===== config.mk =====
export PLATFORM = sky130hd
export DESIGN_NAME = bitwise_logic_pipe
export DESIGN_NICKNAME = d
export VERILOG_FILES = /design/src/rtl/bitwise_logic_pipe.sv
export SDC_FILE = /design/constraint.sdc
export NUM_CORES = 1
export LEC_CHECK = 0
export CORE_MARGIN = 3
export CORE_UTILIZATION = 35
export CTS_BUF_LIST = sky130_fd_sc_hd__clkbuf_8
export CTS_CLUSTER_SIZE = 12
export DETAILED_ROUTE_END_ITERATION = 10
export GPL_ROUTABILITY_DRIVEN = 0
export PLACE_DENSITY = 0.7
export SYNTH_ARGS = -nofsm -noshare
export SYNTH_HDL_FRONTEND = slang
export SYNTH_SLANG_ARGS = --single-unit

===== constraint.sdc =====
create_clock -name clk -period 5.4 [get_ports clk]
set_input_delay 1.08 -clock clk [delete_from_list [all_inputs] [get_ports clk]]
set_output_delay 1.08 -clock clk [all_outputs]
set_load 0.005 [all_outputs]

===== src/rtl/bitwise_logic_pipe.sv =====
`default_nettype none
// ============================================================================
//  Module   : bitwise_logic_pipe
//  Purpose  : One-stage registered bitwise logic unit with valid/ready
//             handshake on both sides. It computes one of eight bitwise ops
//             on IN and a second operand B. B is SV, or the last accepted
//             result when src_sel=1. It also reports how many bit positions
//             of IN and B are equal, and whether IN equals B.
//  Ports    : clk, rst            - clock, synchronous active-high reset
//             in_valid/in_ready   - upstream handshake
//             IN, SV              - operands (WIDTH bits)
//             op                  - 000 AND, 001 OR, 010 XOR, 011 XNOR,
//                                   100 NAND, 101 NOR, 110 NOT IN, 111 PASS IN
//             src_sel             - 0: B=SV, 1: B=previous accepted result
//             en                  - 0 forces the result to zero
//             out_valid/out_ready - downstream handshake
//             Out                 - registered result
//             match_cnt           - registered popcount of ~(IN ^ B)
//             all_eq              - registered IN == B
//  Revision : 1.0 - initial release
// ============================================================================
module bitwise_logic_pipe #(
    parameter  int WIDTH = 8,
    localparam int CW    = $clog2(WIDTH + 1)
) (
    input  logic             clk,
    input  logic             rst,
    input  logic             in_valid,
    output logic             in_ready,
    input  logic [WIDTH-1:0] IN,
    input  logic [WIDTH-1:0] SV,
    input  logic [2:0]       op,
    input  logic             src_sel,
    input  logic             en,
    output logic             out_valid,
    input  logic             out_ready,
    output logic [WIDTH-1:0] Out,
    output logic [CW-1:0]    match_cnt,
    output logic             all_eq
);

    localparam logic [2:0] c_OP_AND  = 3'b000;
    localparam logic [2:0] c_OP_OR   = 3'b001;
    localparam logic [2:0] c_OP_XOR  = 3'b010;
    localparam logic [2:0] c_OP_XNOR = 3'b011;
    localparam logic [2:0] c_OP_NAND = 3'b100;
    localparam logic [2:0] c_OP_NOR  = 3'b101;
    localparam logic [2:0] c_OP_NOT  = 3'b110;
    localparam logic [2:0] c_OP_PASS = 3'b111;

    logic [WIDTH-1:0] r_acc;
    logic [WIDTH-1:0] r_out;
    logic [CW-1:0]    r_match_cnt;
    logic             r_all_eq;
    logic             r_out_valid;

    logic             w_accept;
    logic [WIDTH-1:0] w_b;
    logic [WIDTH-1:0] w_f;
    logic [WIDTH-1:0] w_res;
    logic [WIDTH-1:0] w_match;
    logic [CW-1:0]    w_cnt;

    // The stage can take a new beat if it is empty or its beat leaves this cycle.
    assign in_ready = !r_out_valid || out_ready;
    assign w_accept = in_valid && in_ready;

    // r_acc changes only on accept, so a chained beat always sees the result
    // of the immediately preceding accepted beat, never a stalled one.
    assign w_b = src_sel ? r_acc : SV;

    always_comb begin
        w_f = IN;
        case (op)
            c_OP_AND:  w_f = IN & w_b;
            c_OP_OR:   w_f = IN | w_b;
            c_OP_XOR:  w_f = IN ^ w_b;
            c_OP_XNOR: w_f = ~(IN ^ w_b);
            c_OP_NAND: w_f = ~(IN & w_b);
            c_OP_NOR:  w_f = ~(IN | w_b);
            c_OP_NOT:  w_f = ~IN;
            c_OP_PASS: w_f = IN;
            default:   w_f = IN;
        endcase
    end

    assign w_res = en ? w_f : '0;

    // The equality metrics always use B, even for ops that ignore it and
    // even when en=0.
    assign w_match = ~(IN ^ w_b);

    always_comb begin
        w_cnt = '0;
        for (int i = 0; i < WIDTH; i++) begin
            w_cnt = w_cnt + CW'(w_match[i]);
        end
    end

    always_ff @(posedge clk) begin
        if (rst) begin
            r_out_valid <= 1'b0;
            r_out       <= '0;
            r_match_cnt <= '0;
            r_all_eq    <= 1'b0;
            r_acc       <= '0;
        end else if (w_accept) begin
            r_out_valid <= 1'b1;
            r_out       <= w_res;
            r_match_cnt <= w_cnt;
            r_all_eq    <= &w_match;
            r_acc       <= w_res;
        end else if (out_ready) begin
            // Beat transferred with nothing new behind it; the data is held.
            r_out_valid <= 1'b0;
        end
    end

    assign out_valid = r_out_valid;
    assign Out       = r_out;
    assign match_cnt = r_match_cnt;
    assign all_eq    = r_all_eq;

endmodule
`default_nettype wire


==> run_results.csv <==
group,metric,value,unit
worst_setup_path,r2r_cells,14,
global_routing,grt_overflow_total,0,
logic_synthesis,syn_avg_cell_area,7.629,sq um
hold_path,hold_class,"reg2reg",
power_and_ir_drop,ir_drop,0.0001481,V
route,wl_met1,1782,um
worst_setup_path,r2r_end,"match_cnt[2]",
route,route.antenna.remaining_nets,0,
logic_synthesis,netlist_area,1572,sq um
finish,area_growth,29.46,%
logic_synthesis,synth_area_leaders,"dfxtp_1 18%, ha_1 16%, inv_1 6.9%",
route,met2_length,1861,um
logic_synthesis,syn_nets,255,
power_and_ir_drop,swShare,34.77,%
worst_setup_path,required,5.58,ns
floorplanning,core,4173,sq um
logic_synthesis,synth_area_leader_cell,"dfxtp_1",
timing,drv_slew,0,
placement,dpl.cell_count,287,
logic_synthesis,synth_ff_type,"dfxtp_1",
placement,dp_hpwl,2895,um
clock_tree,cts_tree,"built",
global_routing,grtUsageTotal,15.03,%
worst_setup_path,crit_slowest_cell,"clkdlybuf4s50_1",
run_status,outcome,"finished clean",
power_and_ir_drop,p_per_area,214.3,nW/um^2
timing,finalCritPeriodShare,90.28,%
route,top_layer,"met4",
global_routing,grt_antenna_before_repair,0,
worst_setup_path,crit_path_start_kind,"input pin",
worst_setup_path,reg2reg_from,"Out[0]",
floorplanning,die_x,73.01,um
timing,fin_setup_tns,0,ns
power_and_ir_drop,intPower,284.4,uW
timing,rsz0062_at_grt,"no",
worst_setup_path,path_class,"in2reg",
placement,io_buffers,39,
clock_tree,clock-sinks,14,
worst_setup_path,cp_cell_sequence,"clkdlybuf4s50_1 > mux2i_1 > ha_1 > inv_1 > fa_1 > inv_1 > fa_1 > inv_1 > fa_1 > ha_1 > inv_1 > fa_1 > xnor2_1 > nand2_1 > a21oi_1",
floorplanning,rows,23,
logic_synthesis,yosys_warnings,0,
worst_setup_path,setup.worst_path.end,"match_cnt[2]",
power_and_ir_drop,p_leak,0.0009507,uW
finish,n_antenna_cell,0,
global_routing,grt_pass1_vias,1403,
timing,hold_viol,0,
timing,max_freq,205.1,MHz
global_routing,grt_pass1_wl,6306,um
route,via_per_inst,5.052,
global_routing,grt_max_degree,27,
worst_setup_path,end_kind,"flop",
route,routed_wirelength,3819,um
logic_synthesis,ys_seq_area_share,17.83,%
logic_synthesis,synth-edff-count,0,
clock_tree,cts_made_buffers,3,
clock_tree,cts.htree.levels,1,
timing,skew,0.008918,ns
logic_synthesis,syn_inst,206,
finish,final_nets,291,
worst_setup_path,path_delay_family,"adder cells",
power_and_ir_drop,p_switching,151.6,uW
route,wl_met3,141,um
timing,setup_viol_count_final,0,
power_and_ir_drop,power_frac_clock,25.2,%
logic_synthesis,post-synth-top-count-cell,"inv_1",
worst_setup_path,path_depth,15,
timing,slew_headroom,44.77,%
logic_synthesis,synth_common_cells,"29 x inv_1, 20 x a21oi_1, 20 x ha_1",
finish,drive_gt1_share,2.905,%
route,num_vias,1470,
timing,min_period,4.875,ns
floorplanning,fp.dieArea,5330,sq um
worst_setup_path,cp-startpoint,"src_sel",
route,detail_route.first_pass.iterations,4,
clock_tree,cts_setup_buffers,0,
logic_synthesis,ys_ff_latch,14,
floorplanning,dieHeight,73.01,um
floorplanning,pin_count,40,
clock_tree,clockBufferDepth,2,
logic_synthesis,synth_top_area_share,17.83,%
logic_synthesis,yosysUniqueCellTypes,31,
worst_setup_path,critical_path_buf_inv_count,5,
power_and_ir_drop,seq_power_share,27.9,%
clock_tree,cts_hold_buf,0,
job,cap_violations,0,
route,wl_per_cell,13.12,um
timing,timing_worst_slew_pin_value,0.8258,ns
finish,fin_cells,291,
clock_tree,ctsRootBufferMaster,"clkbuf_8",
power_and_ir_drop,pwr-share-comb,46.9,%
clock_tree,clock_latency,0.26,ns
logic_synthesis,async_flop_share,0,%
floorplanning,initial_utilization,37.66,%
clock_tree,ctsResizeCount,0,
clock_tree,cts.clk_slew.worst_paths,0.06,ns
route,dr.first_iter.drc_count,59,
worst_setup_path,cp.arrival,5.06,ns
worst_setup_path,slowest_delay,0.70,ns
worst_setup_path,crit_path_max_fanout,6,
route,drc,0,
worst_setup_path,timing.reg2reg.setup_slack,1.77,ns
-- cell type report --
| class | count | area (sq um) |
|---|---|---|
| flip-flops and latches | 14 | 280.3 |
| well taps | 50 | 62.56 |
| repair buffers | 40 | 397.9 |
| multi-input cells | 154 | 1130 |
| inverters | 29 | 108.9 |
| fillers | 426 | 2138 |
| clock buffers | 4 | 55.05 |
-- routing by layer --
metal,global-route usage (%),vias up
li1,-,761
met1,19.58,679
met2,25.42,25
met3,3.168,5
met4,3.074,0
met5,0,-
-- cell families after synthesis --
logic type               share of synthesized area (%)
AO/OA/AOI/OAI                                    19.67
XOR/XNOR                                         1.672
adder cells (fa/ha/maj)                          21.02
buffers and inverters                            10.27
flip-flops                                       17.83
multiplexers                                     5.096
AND/OR/NAND/NOR                                  24.44
-- how the worst min path moves through the flow --
stage | slack (ns) | to | depth (start not counted) | startpoint
floorplan | 0.45 | match_cnt[2] | 2 | match_cnt[2]
global placement | 0.45 | all_eq | 2 | all_eq
detailed placement | 0.45 | match_cnt[3] | 2 | match_cnt[3]
CTS | 0.46 | match_cnt[3] | 2 | match_cnt[3]
global route | 0.48 | all_eq | 2 | all_eq
finish | 0.46 | all_eq | 2 | all_eq
-- power groups by stage --
| stage | clock, uW | sequential (uW) | combinational (uW) |
|---|---|---|---|
| floorplan | 0 | 124 | 132 |
| global placement | 0 | 124 | 201 |
| detailed placement | 0 | 123 | 205 |
| CTS | 113 | 122 | 206 |
| global route | 116 | 124 | 234 |
| finish | 110 | 122 | 204 |
-- placed cells by master, fill, tap and decap left out, types with 2 or more instances in the layout --
master	count
nor2b_1	14
nor3_1	2
nand2b_1	7
a211oi_1	10
ha_1	20
a21o_1	2
clkdlybuf4s50_1	39
o21ai_1	10
clkbuf_8	4
or2b_1	3
and3b_1	8
fa_1	4
inv_1	29
nand3_1	2
nand2_1	19
a21oi_1	20
o21ai_0	12
mux2i_1	8
xnor2_1	3
dfxtp_1	14
or2_1	3
-- worst reg2reg max path: stages, from the launching register on --
cell and delay, ns:
dfxtp_1 0.35, mux2i_1 0.11, ha_1 0.33, inv_1 0.07, fa_1 0.54, inv_1 0.06
fa_1 0.53, inv_1 0.05, fa_1 0.54, ha_1 0.18, inv_1 0.06, fa_1 0.37
xnor2_1 0.17, nand2_1 0.07, a21oi_1 0.14
-- per-stage QoR --
stage          setup slack (ns)  area (sq um)  util [%]  total power, uW  hold slack, ns
2_1_floorplan             1.008          1572         -            255.4          0.4482
3_3_place_gp             0.3607          1979     47.44            324.6          0.4482
3_5_place_dp             0.2626          1979     47.44            328.1          0.4459
4_1_cts                  0.5248          2034     48.76            441.4          0.4585
5_1_grt                  0.3530          2034     48.76            472.9          0.4806
6_report                 0.5246          2034     48.76            436.0          0.4562
-- state kept, by name, summed over array words and instances (netlist names) --
register and flops:
Out 8, match_cnt 4, all_eq 1, out_valid 1
Note: power is estimated with default switching activity, not from simulation.
